<file path="src/rtl/acc_ctrl_pkg.sv">
// Shared types and defaults for the accumulator capture-and-drain controller.
package acc_ctrl_pkg;

  localparam int NUM_ENTRIES_DEF = 8;
  localparam int DATA_W_DEF      = 16;
  localparam int ADDR_W_DEF      = 8;
  localparam int IDX_W_DEF       = $clog2(NUM_ENTRIES_DEF);

  typedef enum logic [2:0] {
    ST_IDLE,
    ST_LAT,
    ST_FEED,
    ST_WAIT_FULL,
    ST_DRAIN,
    ST_DONE
  } acc_drain_state_t;

  // Entry idx of a packed accumulator bus, entry 0 in the LSBs.
  function automatic logic [DATA_W_DEF-1:0] acc_entry(
    input logic [NUM_ENTRIES_DEF*DATA_W_DEF-1:0] bus,
    input logic [IDX_W_DEF-1:0]                  idx
  );
    return bus[idx*DATA_W_DEF +: DATA_W_DEF];
  endfunction

endpackage

</file>
<file path="src/rtl/acc_snapshot_reg.sv">
// Capture register holding one full accumulator image, with an indexed read mux.
module acc_snapshot_reg
  import acc_ctrl_pkg::*;
#(
  parameter int NUM_ENTRIES = NUM_ENTRIES_DEF,
  parameter int DATA_W      = DATA_W_DEF,
  parameter int IDX_W       = IDX_W_DEF
) (
  input  logic                          clk,
  input  logic                          reset,
  input  logic                          load,
  input  logic [NUM_ENTRIES*DATA_W-1:0] load_data,
  input  logic [IDX_W-1:0]              rd_idx,
  output logic [DATA_W-1:0]             rd_data
);

  logic [NUM_ENTRIES*DATA_W-1:0] snap_q;

  always_ff @(posedge clk) begin
    if (reset) begin
      snap_q <= '0;
    end else if (load) begin
      snap_q <= load_data;
    end
  end

  generate
    if (NUM_ENTRIES == NUM_ENTRIES_DEF && DATA_W == DATA_W_DEF && IDX_W == IDX_W_DEF) begin : g_def
      always_comb rd_data = acc_entry(snap_q, rd_idx);
    end else begin : g_gen
      always_comb rd_data = snap_q[rd_idx*DATA_W +: DATA_W];
    end
  endgenerate

endmodule

</file>
<file path="src/rtl/acc_drain_ctrl.sv">
// Sequences one accumulator capture and drains it into the unified buffer.
// Optional WAIT_FULL timeout enabled by defining ACC_DRAIN_TIMEOUT_EN.
module acc_drain_ctrl
  import acc_ctrl_pkg::*;
#(
  parameter int NUM_ENTRIES  = NUM_ENTRIES_DEF,
  parameter int DATA_W       = DATA_W_DEF,
  parameter int ADDR_W       = ADDR_W_DEF,
  parameter int ARRAY_LAT    = 4,
  parameter int FULL_TIMEOUT = 64
) (
  input  logic                          clk,
  input  logic                          reset,
  input  logic                          start,
  input  logic [ADDR_W-1:0]             base_addr,
  output logic                          busy,
  output logic                          done,
  output logic                          err,
  output logic                          acc_valid,
  output logic                          acc_output_valid,
  input  logic                          acc_full,
  input  logic [NUM_ENTRIES*DATA_W-1:0] acc_data,
  output logic                          ub_wr_en,
  input  logic                          ub_wr_ready,
  output logic [ADDR_W-1:0]             ub_wr_addr,
  output logic [DATA_W-1:0]             ub_wr_data
);

  localparam int IDX_W   = (NUM_ENTRIES > 1) ? $clog2(NUM_ENTRIES) : 1;
  localparam int MAX_A   = (ARRAY_LAT > NUM_ENTRIES) ? ARRAY_LAT : NUM_ENTRIES;
  localparam int CNT_MAX = (FULL_TIMEOUT > MAX_A) ? FULL_TIMEOUT : MAX_A;
  localparam int CNT_W   = $clog2(CNT_MAX + 1);

  acc_drain_state_t  state_q;
  logic [CNT_W-1:0]  cnt_q;
  logic [IDX_W-1:0]  idx_q;
  logic [ADDR_W-1:0] base_q;
  logic              snap_load;

  assign snap_load = (state_q == ST_WAIT_FULL) && acc_full;

  acc_snapshot_reg #(
    .NUM_ENTRIES(NUM_ENTRIES),
    .DATA_W     (DATA_W),
    .IDX_W      (IDX_W)
  ) u_snap (
    .clk      (clk),
    .reset    (reset),
    .load     (snap_load),
    .load_data(acc_data),
    .rd_idx   (idx_q),
    .rd_data  (ub_wr_data)
  );

  always_comb ub_wr_addr = base_q + ADDR_W'(idx_q);

  always_ff @(posedge clk) begin
    if (reset) begin
      state_q          <= ST_IDLE;
      cnt_q            <= '0;
      idx_q            <= '0;
      base_q           <= '0;
      busy             <= 1'b0;
      done             <= 1'b0;
      err              <= 1'b0;
      acc_valid        <= 1'b0;
      acc_output_valid <= 1'b0;
      ub_wr_en         <= 1'b0;
    end else begin
      done <= 1'b0;
      case (state_q)
        ST_IDLE: begin
          if (start) begin
            if (acc_full) begin
              err <= 1'b1;
            end else begin
              err       <= 1'b0;
              base_q    <= base_addr;
              busy      <= 1'b1;
              acc_valid <= 1'b1;
              cnt_q     <= '0;
              if (ARRAY_LAT == 0) begin
                state_q          <= ST_FEED;
                acc_output_valid <= 1'b1;
              end else begin
                state_q <= ST_LAT;
              end
            end
          end
        end
        ST_LAT: begin
          if (cnt_q == CNT_W'(ARRAY_LAT - 1)) begin
            cnt_q            <= '0;
            state_q          <= ST_FEED;
            acc_output_valid <= 1'b1;
          end else begin
            cnt_q <= cnt_q + CNT_W'(1);
          end
        end
        ST_FEED: begin
          if (cnt_q == CNT_W'(NUM_ENTRIES - 1)) begin
            cnt_q            <= '0;
            state_q          <= ST_WAIT_FULL;
            acc_output_valid <= 1'b0;
          end else begin
            cnt_q <= cnt_q + CNT_W'(1);
          end
        end
        ST_WAIT_FULL: begin
          if (acc_full) begin
            acc_valid <= 1'b0;
            ub_wr_en  <= 1'b1;
            idx_q     <= '0;
            state_q   <= ST_DRAIN;
          end
`ifdef ACC_DRAIN_TIMEOUT_EN
          else if (cnt_q == CNT_W'(FULL_TIMEOUT - 1)) begin
            // Abort reuses DONE so busy/done sequencing matches a normal finish.
            acc_valid <= 1'b0;
            err       <= 1'b1;
            done      <= 1'b1;
            cnt_q     <= '0;
            state_q   <= ST_DONE;
          end else begin
            cnt_q <= cnt_q + CNT_W'(1);
          end
`endif
        end
        ST_DRAIN: begin
          if (ub_wr_ready) begin
            if (idx_q == IDX_W'(NUM_ENTRIES - 1)) begin
              ub_wr_en <= 1'b0;
              done     <= 1'b1;
              state_q  <= ST_DONE;
            end else begin
              idx_q <= idx_q + IDX_W'(1);
            end
          end
        end
        ST_DONE: begin
          busy    <= 1'b0;
          state_q <= ST_IDLE;
        end
        default: state_q <= ST_IDLE;
      endcase
    end
  end

endmodule

</file>
<file path="config.mk">
export PLATFORM = sky130hd
export DESIGN_NAME = acc_drain_ctrl
export DESIGN_NICKNAME = d
export VERILOG_FILES = /design/src/rtl/acc_ctrl_pkg.sv /design/src/rtl/acc_snapshot_reg.sv /design/src/rtl/acc_drain_ctrl.sv
export SDC_FILE = /design/constraint.sdc
export NUM_CORES = 1
export LEC_CHECK = 0
export BUFFER_PORTS_ARGS = -buffer_cell sky130_fd_sc_hd__clkbuf_2
export CORE_ASPECT_RATIO = 1.1
export CORE_MARGIN = 2
export CORE_UTILIZATION = 45
export CTS_CLUSTER_SIZE = 28
export DETAILED_ROUTE_END_ITERATION = 8
export PLACE_DENSITY = 0.79
export SYNTH_ARGS = -nofsm -noshare
export SYNTH_HDL_FRONTEND = slang
export SYNTH_SLANG_ARGS = --single-unit
</file>
<file path="constraint.sdc">
create_clock -name clk -period 1.9 [get_ports clk]
set_input_delay 0.095 -clock clk [delete_from_list [all_inputs] [get_ports clk]]
set_output_delay 0.095 -clock clk [all_outputs]
set_load 0.1 [all_outputs]
</file>
# After elaboration in Yosys (flattened, before gate mapping)
# Index checks and enable logic that the tools add are counted.
[word_totals]
regBits = 155
word_cells = 82
in_bits = 141
[op_classes]
n_bitwise = 3
n_eq_ne = 16
muxes = 31
shift = 1
n_reduce_logical = 17
addsub = 3
[ops]
columns = ["op", "count"]
rows = [
  ["$shiftx 128x8->16", 1],
  ["$mux 3", 10],
  ["$mux 7", 4],
  ["$pmux 7 s3", 1],
  ["$ne 2x2->1 const B", 8],
  ["$pmux 3 s5", 1],
  ["$reduce_and 3->1", 4],
  ["$reduce_and 4->1", 3],
  ["$mux 1", 10],
  ["$eq 3x3->1 const B", 3],
  ["$add 8x3->8", 1],
  ["$pmux 1 s2", 4],
  ["$reduce_bool 2->1", 4],
  ["$add 7x1->7 const B", 1],
  ["$eq 7x2->1 const B", 1],
  ["$eq 7x3->1 const B", 1],
  ["$reduce_and 7->1", 1],
  ["$eq 3x2->1 const B", 2],
  ["$pmux 3 s2", 1],
  ["$add 3x1->3 const B", 1],
  ["$eq 3x1->1 const B", 1],
  ["$logic_not 3->1", 1],
  ["$not 1->1", 3],
  ["$reduce_bool 3->1", 1],
  ["3 further kinds", 3],
]

# Logic depth before layout (Yosys ltp)
# Gate-level depths: netlist of the first run.
[depth]
depth_word = 4
mapped_depth = 9
ltp_nobuf = 7

# By module
# A second synthesis of the first run with hierarchy kept.
[hier_totals]
hier_cells = 632
hier_area_um2 = 7028.0
[by_module_without_submodules]
columns = ["mod", "cells_each", "area_each_um2", "seq_area_each_um2", "n_inst"]
rows = [
  ["acc_snapshot_reg", 469, 5516.5, 2562.5, 1],
  ["acc_drain_ctrl", 163, 1511.4, 540.5, 1],
]

# Worst setup path after synthesis of the first run
# OpenSTA, ideal clock, no wires.
[synth_path]
path_kind = "reg2out"
from = "register idx_q[1]"
to = "output port ub_wr_addr[4]"
slack_ps = -1502
arrival_ps = 3307
stages_incl_launch_ff = 9
required_time_ps = 1805
cell_sequence = "dfxtp_1 > buf_2 > buf_2 > buf_2 > inv_1 > fa_1 > nor2b_1 > o21ai_0 > xnor2_1"
[synth_via]
elab_chain_len = 1
[synth_rtl]
columns = ["item", "line_no", "text"]
rows = [
  ["from (decl)", "acc_drain_ctrl.sv:36", "logic [IDX_W-1:0] idx_q;"],
  ["from (signal assigned)", "acc_drain_ctrl.sv:136", "idx_q <= idx_q + IDX_W'(1);"],
  ["$add 8x3->8", "acc_drain_ctrl.sv:55", "always_comb ub_wr_addr = base_q + ADDR_W'(idx_q);"],
  ["to (decl)", "acc_drain_ctrl.sv:25", "output logic [ADDR_W-1:0] ub_wr_addr,"],
]
# Every way passes these cells.

# Worst setup path after layout of the first run
[layout_path]
from = "register idx_q[0]"
to = "output port ub_wr_addr[6]"
# Same word-level chain as after synthesis.

==> results of run 1 <==
==> what timing repair did <==
item,4_1_cts,5_1_grt
hold buffers,136,0
cloned,5,0
hold endpoints to repair,136,0
buffers inserted,10,3
pin swaps,9,7
resized for setup,33,17
endpoints found under the setup margin,23,27
==> power by group <==
part	total [mW]	internal, mW	switching, mW
clock network	3.54	2.10	1.44
registers	3.29	3.27	0.0272
logic	0.727	0.384	0.343
==> stage by stage <==
step                      cell area (sq um)  hold WS (ns)  cells
after floorplan                        6960        0.2310    780
after global placement                 8354        0.3219   1101
after detailed placement               8354        0.3241   1101
after CTS                             10700       0.01731   1284
after global routing                  10820       0.05983   1289
final                                 10820       0.03044   1289
==> layer usage <==
metal | part of all wire (%) | up-vias | global-route usage, % | wire length, um
li1 | - | 3247 | - | -
met1 | 36 | 3316 | 32.56 | 8648
met2 | 51 | 351 | 53.40 | 12070
met3 | 7.1 | 102 | 6.764 | 1707
met4 | 6.0 | 2 | 18.14 | 1438
met5 | 0.059 | - | 0 | 14
==> layout make-up <==
class                      count  share of cell area (%)
antenna                        2                 0.04625
clock buffer                  18                   3.966
clock inverter                14                   1.677
inverter                       7                  0.2428
multi-input combinational    555                   34.09
sequential                   155                   28.76
tap                          196                   2.266
timing repair buffer         342                   28.95
==> critical path, cell delays in order (launching register included) <==
cell and delay (ns):
dfxtp_4 0.41, ha_4 0.15, inv_2 0.03, fa_2 0.36, nor2b_4 0.14, o21ai_4 0.07
nor2_4 0.14, xor2_4 0.18, buf_12 0.19
==> how the worst max path moves through the flow <==
stage / start / endpoint / slack [ns] / cells after the start
4_1_cts: idx_q[0] / ub_wr_addr[6] / -0.32 / 8
3_5_place_dp: idx_q[0] / ub_wr_addr[6] / 0.02 / 8
3_3_place_gp: idx_q[0] / ub_wr_addr[6] / 0.06 / 8
5_1_grt: idx_q[0] / ub_wr_addr[6] / -0.38 / 8
6_report: idx_q[0] / ub_wr_addr[6] / -0.30 / 8
2_1_floorplan: idx_q[1] / ub_wr_addr[6] / -0.34 / 9
==> sequential cells by signal (all words and copies together), names as in the netlist <==
signal,cells
state_q,3
idx_q,3
u_snap.snap_q,128
done,1
acc_valid,1
acc_output_valid,1
ub_wr_en,1
cnt_q,7
err,1
busy,1
base_q,8
==> placed cells by master, fill, tap and decap left out, types with 4 or more instances in the layout <==
| cell | count |
|---|---|
| clkbuf_2 | 146 |
| nor2_1 | 18 |
| mux2i_1 | 10 |
| mux2_4 | 17 |
| clkbuf_16 | 17 |
| buf_12 | 37 |
| buf_4 | 12 |
| inv_1 | 4 |
| nor3_1 | 7 |
| o211ai_1 | 4 |
| dlygate4sd3_1 | 136 |
| a21oi_1 | 133 |
| buf_16 | 4 |
| mux4_2 | 32 |
| ha_4 | 4 |
| buf_6 | 6 |
| nand2_1 | 267 |
| dfxtp_1 | 152 |
| xor2_1 | 5 |
| inv_6 | 5 |
==> cell families (layout without fill, tap and decap cells) <==
logic type,count (synthesis),after routing,share of synthesized area [%]
AOI/OAI and AO/OA,159,159,12.89
xor gates and xnor gates,11,11,1.410
adders and majority gates,7,7,1.392
buffers and inverters,70,381,4.725
DFF,155,155,45.42
muxes,59,59,14.82
other,0,2,0
and+or+nand+nor,319,319,19.34
==> reports/results.tsv, run 1 <==
metric	value	unit
Die ar.	0.01618	sq mm
cell area after synthesis	0.006832	sq mm
Pins Over Slew Limit	0	
Final ANT Viol Nets	0	
chip width	121.5	um
Peak VDD IR	0.0006431	V
dpl ws	0.02377	ns
most instantiated library cell after synthesis	nand2_1	
Tot Pwr	7.560	mW
CTS Buf Count	17	
Worst Hold Path Cells	3	
final hold vios	0	
Fin Clk Skew	0.005309	ns
Clk Latency, worst-skew pair	0.43	ns
hold wc startpoint	ub_wr_ready	
Reg-to-Reg Start	idx_q[0]	
worst hold-check path type	in2reg	
Util after Layout	72.44	%
share of cells above drive strength 1	29.70	%
static leakage	4.106	nW
NumNets Final	1226	
area occupied by multi-input gates	0.003689	sq mm
row count	47	
Die Y	133.2	um
RSZ-0062 raised after global routing	true	
Sequential Area	0.003112	sq mm
max_cap viols	0	
R2R depth	10	
Req. time, crit path	1.80	ns
number of synthesized flops with an enable pin	0	
most frequent cells after synthesis	267 x nand2_1, 155 x dfxtp_1, 134 x a21oi_1	
CTS tree	done	
antenna violations before repair	3	
residual DRC count	0	
Worst Setup Slack, final	-0.3008	ns
post-route minimum period	2.201	ns
unique cell type count in the Yosys netlist	53	
post-synth top area cell	dfxtp_1	
via-per-instance ratio	5.445	
grt ovf	0	
status	complete, but fails checks	
DR WL/cell	18.52	um
DR pass1 iterations	5	
# clock sinks	155	
1st-iter DRT viols	588	
vias	7018	
CTS Buffer Depth	2	
R2R Setup Slk	-0.02	ns
Worst slew margin	62.95	%
largest net degree at the start of global routing	79	
Pwr Density	698.6	mW/mm^2
syn avg cell area	8.758	sq um
async set or reset register ratio after synthesis	0	%
Final Wtd Congestion	0.8853	
Yosys reg bits	155	
Worst-path clk slew	0.06	ns
crit path max fanout	4	
Tcrit/Tclk final	115.8	%
Buffers on Ports	170	
post-synthesis cell count	780	
Filler Cell Count	975	
all-layer global routing usage	30.17	%
P&R area growth vs syn	58.39	%
arrival time at the worst endpoint	2.11	ns
core area	0.01494	sq mm
drt total wl	23880	um
TNS Setup	-5.097	ns
Syn. warnings	0	
failing checks	setup timing	
end of the worst register-to-register path	idx_q[1]	
f_max	0.4544	GHz
Hold Path End	done	
# setup viols final	23	
Worst setup EP type	primary output	
Post-DP HPWL	13530	um
Main synth FF type	dfxtp_1	
sequential area share after synthesis	45.42	%
critical path type	reg2out	
CP Launch Type	flop	
H-tree levels	4	
top cells by area, synth	dfxtp_1 45%, nand2_1 15%, mux4_2 11%	
vias in the first global route	7308	
Slew @ Worst Pin	0.5582	ns
Post-Syn Nets	928	
IO Count	171	
starting density of the core	45.74	%
CTS root buf	clkbuf_16	
global-route wire length before repair	37250	um
Yosys top cell area share	45.42	%
No activity file was read; power rests on OpenSTA's default activity.
==> inputs of run 2 (changes only) <==
CORE_UTILIZATION = 38   (was 45)
PLACE_DENSITY = 0.7   (was 0.79)
REMOVE_ABC_BUFFERS = 1   (was unset)
==> run 2 against run 1 <==
- the flow still finishes with violations (setup timing)
- sequential power is essentially flat
- worst hold slack improved by 0.030 ns
- design area down 1.9%
- die area grew 18%
- fmax shrank 0.46%
- sequential share of layout area grew 0.57 points
- register-to-register slack about the same
- non-clock buffer count unchanged
- core utilization decreased by 12 points
- clock-buffer cell count increased by 1
- largest power group unchanged
- highest routed layer is now met4
==> reports/results.tsv, run 2 (synthesis results as in run 1) <==
metric	value	unit
antenna violations before repair	0	
CTS root buf	clkbuf_16	
Fin Clk Skew	0.009619	ns
CTS Buf Count	17	
DP Cell Count	1148	
Final Wtd Congestion	0.7925	
Tot Pwr	7.680	mW
post-route minimum period	2.211	ns
slowest stage cell, crit path	dfxtp_4	
Peak VDD IR	0.0005841	V
Worst-path clk slew	0.06	ns
Pwr Density	723.7	mW/mm^2
P&R area growth vs syn	55.33	%
f_max	0.4523	GHz
worst stage delay on the critical path	0.37	ns
crit path max fanout	4	
CTS tree	done	
largest net degree at the start of global routing	80	
Post-DP HPWL	11280	um
Worst slew margin	61.48	%
Die ar.	0.01907	sq mm
residual DRC count	0	
met2 GRT Util	38.03	%
GR Util met3	4.802	%
max_cap viols	0	
met1 usage	25.43	%
Clk Latency, worst-skew pair	0.42	ns
commonest non-fill, non-tap cell in the layout	nand2_1	
largest registers	u_snap.snap_q: 128 flops, base_q: 8 flops, cnt_q: 7 flops	
Most flops, register	u_snap.snap_q	
arrival time at the worst endpoint	2.12	ns
Pins Over Slew Limit	0	
via-per-instance ratio	4.958	
ant diodes	0	
WHS	0.06080	ns
Slew @ Worst Pin	0.5803	ns
Layout Cells excl Fill	1329	
share of cells above drive strength 1	28.87	%
CP Launch Type	flop	
drt total wl	20340	um
static leakage	4.044	nW
Worst Setup Slack, final	-0.3109	ns
Final ANT Viol Nets	0	
commonest cells after routing, fill and taps aside	267 x nand2_1, 152 x dfxtp_1, 146 x clkbuf_2	
final hold vios	0	
RSZ-0062 raised after global routing	true	
H-tree levels	4	
Tcrit/Tclk final	116.4	%
grt ovf	0	
Crit path buffers/inverters	2	
starting density of the core	38.65	%
IO Count	171	
Die Y	144.6	um
NumNets Final	1226	
row count	51	
Buffers on Ports	170	
core area	0.01768	sq mm
1st-iter DRT viols	366	
critical path cell sequence	ha_4, inv_2, fa_2, nor2b_2, o21ai_2, nor2_1, xor2_1, clkbuf_16	
# clock sinks	155	
# setup viols final	23	
max reg flops	128	
all-layer global routing usage	21.25	%
grt peak-use layer	met2	
critical path type	reg2out	
vias in the first global route	6505	
CTS Buffer Depth	2	
critical path's top delay family	adder cells	
Req. time, crit path	1.80	ns
vias	6589	
global-route wire length before repair	32200	um
chip width	131.8	um
Filler Cell Count	1438	
DR WL/cell	15.31	um
DR pass1 iterations	5	
worst hold-check path type	in2reg	
failing checks	setup timing	
Worst setup EP type	primary output	
status	complete, but fails checks	
-- run 2: worst min-delay path, stage by stage --
cell and delay (ns):
clkbuf_2 0.11, nand3_1 0.17, nor2_1 0.05
-- run 2: layer usage --
metal | vias up | wire length, um
li1 | 3246 | -
met1 | 3114 | 8810
met2 | 196 | 10310
met3 | 33 | 862
met4 | 0 | 362
met5 | - | 0
-- run 2: cell type report --
class	count	area, sq um	area share (%)
repair buffers	342	3023	28.49
flip-flops and latches	155	3112	29.32
multi-input cells	555	3513	33.11
clock inverters	13	186.4	1.757
well taps	238	297.8	2.806
clock buffers	19	452.9	4.268
inverters	7	26.28	0.2476
-- run 2: worst paths after layout --
check	start	endpoint	slack [ns]	cells past startpoint
setup reg to reg	idx_q[0]	idx_q[1]	-0.03	9
setup / recovery	idx_q[0]	ub_wr_addr[6]	-0.31	8
hold / removal	ub_wr_ready	done	0.06	3
hold reg to reg	u_snap.snap_q[119]	u_snap.snap_q[119]	0.45	2
-- run 2: per-stage QoR --
stage | utilization, % | cell area [sq um] | setup TNS [ns] | setup slack (ns)
global placement | 47.02 | 8310 | 0 | 0.03127
global route | 60.03 | 10610 | -7.004 | -0.4439
detailed placement | 47.02 | 8310 | -0.009503 | -0.009503
CTS | 59.21 | 10470 | -6.052 | -0.3223
finish | 60.03 | 10610 | -5.347 | -0.3109
floorplan | - | 6535 | -291.83 | -2.251
-- run 2: power breakdown --
part,internal (mW),switching [mW]
Sequential,3.27,0.0232
Combinational,0.380,0.342
Clock,2.28,1.39
Total,5.93,1.75
-- run 2: repair_timing --
action                     CTS  global route
resized for setup           22            12
setup endpoints to repair   22            22
gates cloned                 1             2
pin swaps                    9             6
setup buffers                4             6
hold endpoints to repair   136             0
hold buffers               136             0
==> inputs of run 3 (changes only) <==
PLACE_DENSITY = 0.67   (was 0.7)
clock period = 2.5 ns   (was 1.9 ns; I/O delays follow)
==> run 3 against run 2 <==
- the flow now finishes without violations
- core utilization down 4.4 points
- cell count fell by 2.3%
- design area decreased by 7.3%
- combinational power decreased by 27%
- first-iteration DRC count is 3.0% higher
- total power shrank 29%
- clock skew down 0.0038 ns
- wire length shrank 9.3%
- critical path type unchanged
- highest routed layer unchanged
==> reports/results.tsv, run 3 (synthesis results as in run 1) <==
metric	value	unit
status	completed	
Tcrit/Tclk final	95.35	%
# setup viols final	0	
share of cells above drive strength 1	25.35	%
ant diodes	0	
static leakage	3.742	nW
R2R depth	4	
TNS Setup	0	ns
Clk Latency, worst-skew pair	0.40	ns
core area	0.01768	sq mm
commonest cells after routing, fill and taps aside	267 x nand2_1, 163 x clkbuf_2, 153 x dfxtp_1	
worst hold-check path type	in2reg	
largest net degree at the start of global routing	156	
commonest non-fill, non-tap cell in the layout	nand2_1	
crit path max fanout	35	
CTS root buf	clkbuf_16	
Worst setup EP type	primary output	
Tot Pwr	5.474	mW
IO Count	171	
Post-DP HPWL	10350	um
Most flops, register	u_snap.snap_q	
Final Wtd Congestion	0.7719	
Reg-to-Reg Start	state_q[0]	
# clock sinks	155	
DR pass1 iterations	5	
Util after Layout	55.67	%
DR WL/cell	14.20	um
R2R Setup Slk	0.60	ns
vias	6406	
RSZ-0062 raised after global routing	false	
Worst-path clk slew	0.06	ns
NumNets Final	1199	
Die Y	144.6	um
P&R area growth vs syn	44.05	%
CTS Buf Count	17	
vias in the first global route	6375	
Die ar.	0.01907	sq mm
1st-iter DRT viols	377	
Pins Over Slew Limit	0	
placed cell area	0.007925	sq mm
fin area	0.009841	sq mm
Layout Cells excl Fill	1299	
Final ANT Viol Nets	0	
max_cap viols	0	
post-route minimum period	2.384	ns
critical path type	reg2out	
grt ovf	0	
CP Launch Type	flop	
row count	51	
drt total wl	18450	um
max reg flops	128	
CTS Buffer Depth	2	
CTS tree	done	
starting density of the core	38.65	%
Worst Hold Path Cells	3	
f_max	0.4195	GHz
largest registers	u_snap.snap_q: 128 flops, base_q: 8 flops, cnt_q: 7 flops	
global-route wire length before repair	30520	um
Hold Path End	done	
wl on met1	7815	um
DP Cell Count	1134	
metal2 WL	9225	um
Peak VDD IR	0.0004282	V
final hold vios	0	
chip width	131.8	um
arrival time at the worst endpoint	2.26	ns
Critical path origin	idx_q[0]	
Req. time, crit path	2.38	ns
all-layer global routing usage	19.76	%
Buffers on Ports	170	
H-tree levels	4	
via-per-instance ratio	4.931	
Fin Clk Skew	0.005791	ns
Pwr Density	556.2	mW/mm^2
metal3 WL	802	um
Slew @ Worst Pin	0.6850	ns
Top Metal Used	met4	
postcts setup bufs	0	
residual DRC count	0	
hold wc startpoint	ub_wr_ready	
Worst slew margin	54.33	%
antenna violations before repair	0	
end of the worst register-to-register path	u_snap.snap_q[26]	
-- run 3: cell types whose count changed in the layout (fill, tap and decap cells not counted), sizes merged --
cell | previous run | this run
buf | 57 | 15
bufinv | 4 | 2
inv | 10 | 7
clkbuf | 168 | 186
clkinv | 5 | 4
-- run 3: where the power goes --
group / switching, mW / internal (mW)
logic: 0.251 / 0.277
clock network: 0.962 / 1.48
registers: 0.0162 / 2.49
-- run 3: worst max-delay path by stage --
stage,depth (start not counted),slack [ns],to
after CTS,4,0.07,ub_wr_data[7]
after detailed placement,4,0.51,ub_wr_data[7]
after floorplan,6,-1.68,ub_wr_addr[4]
after global routing,4,0.03,ub_wr_data[10]
final,4,0.12,ub_wr_data[15]
after global placement,4,0.55,ub_wr_data[7]
-- run 3: per-layer routing --
| metal | vias to the layer above | GRT usage [%] |
|---|---|---|
| met2 | 186 | 33.76 |
| met1 | 2995 | 24.11 |
| met4 | 0 | 9.211 |
| met3 | 48 | 4.101 |
| li1 | 3177 | - |
| met5 | - | 0 |
-- run 3: area by class of cell --
| type | count | area, sq um |
|---|---|---|
| clock buffer | 22 | 454.2 |
| clock inverter | 7 | 95.09 |
| fill | 1576 | 7835 |
| inverter | 7 | 26.28 |
| multi-input combinational | 555 | 3410 |
| sequential | 155 | 3105 |
| tap | 238 | 297.8 |
| timing repair buffer | 315 | 2452 |
-- run 3: repair_timing --
item,4_1_cts,5_1_grt
hold buffers,136,0
endpoints found under the setup margin,0,1
hold endpoints to repair,136,0
gates resized for setup,0,2
-- run 3: worst max-delay path, stage by stage (launching register included) --
cell	delay, ns
dfxtp_2	0.35
buf_12	0.28
mux4_2	0.54
mux2_2	0.28
clkbuf_2	0.38
-- run 3: stage by stage --
step | hold WS [ns] | setup slack [ns]
4_1_cts | 0.09214 | 0.06971
3_3_place_gp | 0.3487 | 0.5454
3_5_place_dp | 0.3521 | 0.5099
2_1_floorplan | 0.1941 | -1.681
6_report | 0.09969 | 0.1162
5_1_grt | 0.09759 | 0.02500
